## src/rtl/axi_lite_regfile_slave_if.sv

```systemverilog
// AXI4-Lite bus bundle between one master and the register-file responder.
//   master modport: drives AW/W/AR payload+valid and B/R ready.
//   slave  modport: drives AW/W/AR ready and B/R response+valid.
// Clock and reset are not part of the bundle; they stay plain module ports.
interface axi_lite_regfile_slave_if #(
    parameter int ADDR_WIDTH = 32,
    parameter int DATA_WIDTH = 32
);
    logic [ADDR_WIDTH-1:0]   awaddr;
    logic                    awvalid;
    logic                    awready;
    logic [DATA_WIDTH-1:0]   wdata;
    logic [DATA_WIDTH/8-1:0] wstrb;
    logic                    wvalid;
    logic                    wready;
    logic [1:0]              bresp;
    logic                    bvalid;
    logic                    bready;
    logic [ADDR_WIDTH-1:0]   araddr;
    logic                    arvalid;
    logic                    arready;
    logic [DATA_WIDTH-1:0]   rdata;
    logic [1:0]              rresp;
    logic                    rvalid;
    logic                    rready;

    modport master (
        output awaddr, awvalid, wdata, wstrb, wvalid, bready, araddr, arvalid, rready,
        input  awready, wready, bresp, bvalid, arready, rdata, rresp, rvalid
    );

    modport slave (
        input  awaddr, awvalid, wdata, wstrb, wvalid, bready, araddr, arvalid, rready,
        output awready, wready, bresp, bvalid, arready, rdata, rresp, rvalid
    );
endinterface

```

## src/rtl/axi_lite_regfile_slave.sv

```systemverilog
// AXI4-Lite responder backed by NUM_REGS bus-wide registers.
// Ports:
//   aclk      - clock, rising edge
//   areset_n  - asynchronous active-low reset
//   s         - AXI4-Lite slave bundle (AW, W, B, AR, R channels)
// Write and read channels have independent FSMs. Writes are byte-strobed;
// addresses beyond the bank answer SLVERR without touching any register.
// DATA_WIDTH is expected to be 32 or 64.
module axi_lite_regfile_slave #(
    parameter int ADDR_WIDTH = 32,
    parameter int DATA_WIDTH = 32,
    parameter int NUM_REGS   = 16
) (
    input  logic                     aclk,
    input  logic                     areset_n,
    axi_lite_regfile_slave_if.slave  s
);
    localparam int STRB_W   = DATA_WIDTH / 8;
    localparam int ADDR_LSB = $clog2(STRB_W);
    localparam int IDX_W    = (NUM_REGS > 1) ? $clog2(NUM_REGS) : 1;

    localparam logic [1:0] RESP_OKAY   = 2'b00;
    localparam logic [1:0] RESP_SLVERR = 2'b10;

    typedef enum logic [1:0] {W_IDLE, W_GOT_AW, W_GOT_W, W_RESP} wstate_e;
    typedef enum logic       {R_IDLE, R_RESP} rstate_e;

    function automatic logic addr_err(input logic [ADDR_WIDTH-1:0] a);
        return (a >> ADDR_LSB) >= ADDR_WIDTH'(NUM_REGS);
    endfunction

    function automatic logic [IDX_W-1:0] addr_idx(input logic [ADDR_WIDTH-1:0] a);
        return a[ADDR_LSB +: IDX_W];
    endfunction

    // Register bank
    logic [NUM_REGS-1:0][DATA_WIDTH-1:0] regs_q;

    // Readies are held low until the first edge after reset release, so the
    // reset-state FSMs (which decode to "ready") cannot show through early.
    logic rdy_q;

    always_ff @(posedge aclk or negedge areset_n) begin
        if (!areset_n) rdy_q <= 1'b0;
        else           rdy_q <= 1'b1;
    end

    // ------------------------------------------------------------------
    // Write channel
    // ------------------------------------------------------------------
    wstate_e               wst_q, wst_d;
    logic [ADDR_WIDTH-1:0] awaddr_q;
    logic [DATA_WIDTH-1:0] wdata_q;
    logic [STRB_W-1:0]     wstrb_q;
    logic [1:0]            bresp_q;
    logic                  awready, wready, bvalid;
    logic                  aw_hs, w_hs, b_hs, wr_commit;

    // The half that arrived first comes from its latch, the other is live.
    logic [ADDR_WIDTH-1:0] c_addr;
    logic [DATA_WIDTH-1:0] c_data;
    logic [STRB_W-1:0]     c_strb;
    logic                  c_err;
    logic [IDX_W-1:0]      c_idx;

    assign aw_hs  = s.awvalid & awready;
    assign w_hs   = s.wvalid & wready;
    assign b_hs   = bvalid & s.bready;
    assign c_addr = (wst_q == W_GOT_AW) ? awaddr_q : s.awaddr;
    assign c_data = (wst_q == W_GOT_W)  ? wdata_q  : s.wdata;
    assign c_strb = (wst_q == W_GOT_W)  ? wstrb_q  : s.wstrb;
    assign c_err  = addr_err(c_addr);
    assign c_idx  = addr_idx(c_addr);

    always_ff @(posedge aclk or negedge areset_n) begin
        if (!areset_n) wst_q <= W_IDLE;
        else           wst_q <= wst_d;
    end

    always_comb begin
        wst_d     = wst_q;
        wr_commit = 1'b0;
        case (wst_q)
            W_IDLE: begin
                if (aw_hs && w_hs) begin
                    wst_d     = W_RESP;
                    wr_commit = 1'b1;
                end else if (aw_hs) begin
                    wst_d = W_GOT_AW;
                end else if (w_hs) begin
                    wst_d = W_GOT_W;
                end
            end
            W_GOT_AW: if (w_hs) begin
                wst_d     = W_RESP;
                wr_commit = 1'b1;
            end
            W_GOT_W: if (aw_hs) begin
                wst_d     = W_RESP;
                wr_commit = 1'b1;
            end
            W_RESP: if (b_hs) wst_d = W_IDLE;
            default: wst_d = W_IDLE;
        endcase
    end

    always_comb begin
        awready = 1'b0;
        wready  = 1'b0;
        bvalid  = 1'b0;
        case (wst_q)
            W_IDLE:   begin awready = rdy_q; wready = rdy_q; end
            W_GOT_AW: wready  = rdy_q;
            W_GOT_W:  awready = rdy_q;
            W_RESP:   bvalid  = 1'b1;
            default:  ;
        endcase
    end

    always_ff @(posedge aclk or negedge areset_n) begin
        if (!areset_n) begin
            awaddr_q <= '0;
            wdata_q  <= '0;
            wstrb_q  <= '0;
            bresp_q  <= RESP_OKAY;
        end else begin
            if (aw_hs) awaddr_q <= s.awaddr;
            if (w_hs) begin
                wdata_q <= s.wdata;
                wstrb_q <= s.wstrb;
            end
            if (wr_commit) bresp_q <= c_err ? RESP_SLVERR : RESP_OKAY;
        end
    end

    always_ff @(posedge aclk or negedge areset_n) begin
        if (!areset_n) begin
            regs_q <= '0;
        end else if (wr_commit && !c_err) begin
            for (int b = 0; b < STRB_W; b++) begin
                if (c_strb[b]) regs_q[c_idx][8*b +: 8] <= c_data[8*b +: 8];
            end
        end
    end

    // ------------------------------------------------------------------
    // Read channel
    // ------------------------------------------------------------------
    rstate_e               rst_q, rst_d;
    logic [DATA_WIDTH-1:0] rdata_q;
    logic [1:0]            rresp_q;
    logic                  arready, rvalid, ar_hs, r_hs;
    logic                  r_err;
    logic [IDX_W-1:0]      r_idx;

    assign ar_hs = s.arvalid & arready;
    assign r_hs  = rvalid & s.rready;
    assign r_err = addr_err(s.araddr);
    assign r_idx = addr_idx(s.araddr);

    always_ff @(posedge aclk or negedge areset_n) begin
        if (!areset_n) rst_q <= R_IDLE;
        else           rst_q <= rst_d;
    end

    always_comb begin
        rst_d = rst_q;
        case (rst_q)
            R_IDLE:  if (ar_hs) rst_d = R_RESP;
            R_RESP:  if (r_hs)  rst_d = R_IDLE;
            default: rst_d = R_IDLE;
        endcase
    end

    always_comb begin
        arready = 1'b0;
        rvalid  = 1'b0;
        case (rst_q)
            R_IDLE:  arready = rdy_q;
            R_RESP:  rvalid  = 1'b1;
            default: ;
        endcase
    end

    // Sampling regs_q (not the write next-state) gives a same-edge read the
    // pre-write value.
    always_ff @(posedge aclk or negedge areset_n) begin
        if (!areset_n) begin
            rdata_q <= '0;
            rresp_q <= RESP_OKAY;
        end else if (ar_hs) begin
            rdata_q <= r_err ? '0 : regs_q[r_idx];
            rresp_q <= r_err ? RESP_SLVERR : RESP_OKAY;
        end
    end

    assign s.awready = awready;
    assign s.wready  = wready;
    assign s.bvalid  = bvalid;
    assign s.bresp   = bresp_q;
    assign s.arready = arready;
    assign s.rvalid  = rvalid;
    assign s.rdata   = rdata_q;
    assign s.rresp   = rresp_q;
endmodule

```

## src/flat_wrapper.sv

```systemverilog
// flat-port wrapper written by rule: the top's interface ports become plain ports
module axi_lite_regfile_slave_flat 
#(
    parameter int ADDR_WIDTH = 32,
    parameter int DATA_WIDTH = 32,
    parameter int NUM_REGS   = 16
)
  (aclk, areset_n, s_awaddr, s_awvalid, s_wdata, s_wstrb, s_wvalid, s_bready, s_araddr, s_arvalid, s_rready, s_awready, s_wready, s_bresp, s_bvalid, s_arready, s_rdata, s_rresp, s_rvalid);
  axi_lite_regfile_slave_if #(.ADDR_WIDTH(ADDR_WIDTH), .DATA_WIDTH(DATA_WIDTH)) s_i ();
  input  logic aclk;
  input  logic areset_n;
  input wire logic [$bits(s_i.awaddr)-1:0] s_awaddr;
  input wire logic [$bits(s_i.awvalid)-1:0] s_awvalid;
  input wire logic [$bits(s_i.wdata)-1:0] s_wdata;
  input wire logic [$bits(s_i.wstrb)-1:0] s_wstrb;
  input wire logic [$bits(s_i.wvalid)-1:0] s_wvalid;
  input wire logic [$bits(s_i.bready)-1:0] s_bready;
  input wire logic [$bits(s_i.araddr)-1:0] s_araddr;
  input wire logic [$bits(s_i.arvalid)-1:0] s_arvalid;
  input wire logic [$bits(s_i.rready)-1:0] s_rready;
  output wire logic [$bits(s_i.awready)-1:0] s_awready;
  output wire logic [$bits(s_i.wready)-1:0] s_wready;
  output wire logic [$bits(s_i.bresp)-1:0] s_bresp;
  output wire logic [$bits(s_i.bvalid)-1:0] s_bvalid;
  output wire logic [$bits(s_i.arready)-1:0] s_arready;
  output wire logic [$bits(s_i.rdata)-1:0] s_rdata;
  output wire logic [$bits(s_i.rresp)-1:0] s_rresp;
  output wire logic [$bits(s_i.rvalid)-1:0] s_rvalid;
  assign s_i.awaddr = s_awaddr;
  assign s_i.awvalid = s_awvalid;
  assign s_i.wdata = s_wdata;
  assign s_i.wstrb = s_wstrb;
  assign s_i.wvalid = s_wvalid;
  assign s_i.bready = s_bready;
  assign s_i.araddr = s_araddr;
  assign s_i.arvalid = s_arvalid;
  assign s_i.rready = s_rready;
  assign s_awready = s_i.awready;
  assign s_wready = s_i.wready;
  assign s_bresp = s_i.bresp;
  assign s_bvalid = s_i.bvalid;
  assign s_arready = s_i.arready;
  assign s_rdata = s_i.rdata;
  assign s_rresp = s_i.rresp;
  assign s_rvalid = s_i.rvalid;
  axi_lite_regfile_slave #(.ADDR_WIDTH(ADDR_WIDTH), .DATA_WIDTH(DATA_WIDTH), .NUM_REGS(NUM_REGS)) u_core (.aclk(aclk), .areset_n(areset_n), .s(s_i));
endmodule
```

## config.mk

```make
export PLATFORM = sky130hd
export DESIGN_NAME = axi_lite_regfile_slave_flat
export DESIGN_NICKNAME = d
export VERILOG_FILES = /design/src/rtl/axi_lite_regfile_slave_if.sv /design/src/rtl/axi_lite_regfile_slave.sv /design/src/flat_wrapper.sv
export SDC_FILE = /design/constraint.sdc
export NUM_CORES = 1
export LEC_CHECK = 0
export BUFFER_PORTS_ARGS = -buffer_cell sky130_fd_sc_hd__buf_4
export CAP_MARGIN = 5
export CORE_ASPECT_RATIO = 0.7
export CORE_MARGIN = 4
export CORE_UTILIZATION = 66
export DETAILED_ROUTE_END_ITERATION = 6
export GPL_ROUTABILITY_DRIVEN = 1
export PLACE_DENSITY = 0.85
export SLEW_MARGIN = 20
export SYNTH_ARGS = -nofsm -noshare
export SYNTH_HDL_FRONTEND = slang
export SYNTH_SLANG_ARGS = --single-unit
```

## constraint.sdc

```tcl
create_clock -name aclk -period 4.7 [get_ports aclk]
set_input_delay 0.235 -clock aclk [delete_from_list [all_inputs] [get_ports aclk]]
set_output_delay 0.235 -clock aclk [all_outputs]
set_load 0.01 [all_outputs]
```

==> flow_summary.ini <==
[logic_synthesis]
syn_area_um2 = 28900
async_flop_share_pct = 100
yosysTopAreaCell = dfrtp_1
synth-seq-cells = 616
yosys_warnings = 0
syn_avg_cell_area_um2 = 16.2
synth_cell_types = 53
synth_top_area_share_pct = 53.3
synth_most_common_cell = dfrtp_1
seq_area_frac_synth_pct = 53.3
synth_top_flop_cell = dfrtp_1
synth_edf_count = 0
ys_top_cells_by_count = dfrtp_1, mux2_2, mux4_2, mux2_4, clkbuf_1
synth_cells = 1786
synthTopCellsByArea = dfrtp_1, mux2_2, mux4_2

[cts]
clock_path_buffers = 3
clock_sinks = 616
cts_tree = built
insertion_delay_ns = 0.59
cts_buffers = 56
clkSlewWorstSetupHoldPaths_ns = 0.06
cts-root-buf = clkbuf_16
htree_num_levels = 2

[sta]
max_slew.worst_pin.slew_ns = 1.12
hold_viol_final = 0
report.final.slew_viol_count = 0
finalSetupTns_ns = 0
rsz0062_at_grt = false
relSlewSlack_pct = 25.2
finClkSkew_ns = 0.0174
fmax_mhz = 266
fin_crit_ns = 3.76
setup_viol = 0
post-route-period-util_pct = 79.9

[place]
globalplace.congestion = 0.837
detailed_place.area_um2 = 30500
hpwl_mm = 42.3
io_buffers = 141

[power]
p_per_area_nw_per_um2 = 377
ir_drop_mv = 0.308
leakage_nw = 15.9

[setup_path]
rr_endpoint = u_core.regs_q[5]
crit_type = flop to flop
startpoint_type = flop
r2r-start = u_core.wst_q[1]
crit_cells = 7
ff2ff_path_depth = 7
critPathBufInv = 1
end_kind = flop
cp_top_family = simple AND/OR/NAND/NOR gates
cp_max_fo = 12
reg2reg_setup_slack_ns = 0.94
crit_arrival_ns = 4.22
crit_path_cell_trace = inv_1, ha_1, a22oi_2, a211o_1, nor3b_4, nand3_2, mux2_2
critPathSlowestCell = nor3b_4
critPathRequiredTime_ns = 5.16
max_stage_delay_ns = 0.91

[routing]
routed_via_density = 6.59
final_antenna_net_count = 0
vias = 17200
route.detailed.drc = 0
drtIter0Drc = 1156
wl_per_cell_um = 26.5
first_pass_iters = 5
wl_mm = 69.0

[finish]
nets = 2085
seq_area_um2 = 15400
fill_cells = 2364
multiInputGateArea_um2 = 13000
final_area_um2 = 33100
fin_util_pct = 77.3
drive_above_1_share_pct = 54.6
area_growth_pct = 14.4

[grt]
met1_usage_pct = 43.0
grt_busiest_layer = met2
grt_first_pass_wirelength_mm = 109
grt_usage_pct = 29.6
gr-total-overflow = 0
grt_pass1_vias = 18800
grt_max_degree = 151
use_met2_pct = 47.6
grt_use_met3_pct = 4.72
antenna_found_initial = 1

[floorplan]
dieArea_um2 = 47300
core_um2 = 42800
die_h_um = 183
die_x_um = 258
fp-row-count = 63
initial_core_util_pct = 67.6
pin_count = 148

[worst_hold_path]
min_path_type = input port to async pin

[run_status]
status = finished clean

[run]
cap_violations = 0
==> metrics by stage <==
stage	setup slack [ns]	hold WS, ns	power [W]	std cells
floorplan	2.22	-0.0606	0.00719	1787
global placement	1.18	0.331	0.00772	2430
detailed placement	0.928	0.344	0.00785	2430
CTS	0.985	0.293	0.0125	2601
global route	0.757	0.312	0.0130	2602
finish	0.944	0.288	0.0125	2602
==> how the worst max path moves through the flow <==
stage / from / to / slack [ns]
after floorplan: u_core.wst_q[1] / u_core.regs_q[320] / 2.22
after global placement: u_core.wst_q[1] / u_core.regs_q[0] / 1.18
after detailed placement: u_core.wst_q[1] / u_core.regs_q[35] / 0.93
after CTS: u_core.wst_q[1] / u_core.regs_q[7] / 0.98
after global routing: u_core.wst_q[1] / u_core.regs_q[70] / 0.76
final: u_core.wst_q[1] / u_core.regs_q[5] / 0.94
==> final cells by class <==
type,count,share of cell area [%]
clock buffer,77,4.96
clock inverter,24,0.718
antenna,1,0.00756
timing repair buffer,238,6.23
multi-input combinational,1053,39.2
sequential,616,46.6
inverter,8,0.0907
tap,585,2.21
==> timing repair <==
action,CTS,global route
setup buffers,0,0
gates resized for setup,0,0
setup endpoints to repair,0,0
hold buffers,70,0
hold endpoints to repair,163,0
==> power breakdown <==
group | switching (W) | total [W] | internal (W)
sequential | 0.000190 | 0.00579 | 0.00560
combinational | 0.00130 | 0.00204 | 0.000745
clock | 0.00199 | 0.00465 | 0.00266
total | 0.00348 | 0.0125 | 0.00900
==> registers in the layout, indices dropped and copies added, names as in the netlist <==
signal and count:
u_core.wstrb_q 4, u_core.regs_q 512, u_core.s.bresp 1, u_core.wst_q 2
u_core.rdy_q 1, u_core.rst_q 1, u_core.awaddr_q 30, u_core.wdata_q 32
u_core.s.rdata 32, u_core.s.rresp 1
==> layer usage <==
metal,up-vias,share of wire (%)
met5,-,0
met2,549,48
met3,141,5.7
li1,7209,-
met1,9253,44
met4,0,2.9
==> kinds of logic (layout without fill, tap and decap cells) <==
family,count (synthesis),count (layout),share of synthesized area (%)
muxes,740,740,34.8
DFF,616,616,53.3
and+or+nand+nor,164,164,5.29
AOI/OAI and AO/OA,141,141,4.33
buffers and inverters,118,347,2.02
adders and majority gates,5,5,0.216
other,2,4,0.0260
==> placed cells by master, fill, tap and decap left out, types with 4 or more instances in the layout <==
cell,count
dfrtp_1,616
mux2_2,529
buf_4,159
mux4_2,128
mux2_4,80
dlygate4sd3_1,70
a22oi_1,65
clkbuf_16,57
nand3_4,41
nand2_1,39
a22o_1,32
nand3_2,20
clkbuf_8,15
clkinv_2,14
nor4_1,13
nor2_1,11
a211oi_4,9
inv_1,8
a21oi_1,7
nor2b_1,7
buf_12,7
a211oi_2,6
clkbuf_1,6
o21ai_0,5
nor3_1,4
nand4_2,4
nor3b_4,4
ha_1,4
bufinv_16,4
clkinvlp_4,4
Power figures use the tool's default switching activity.
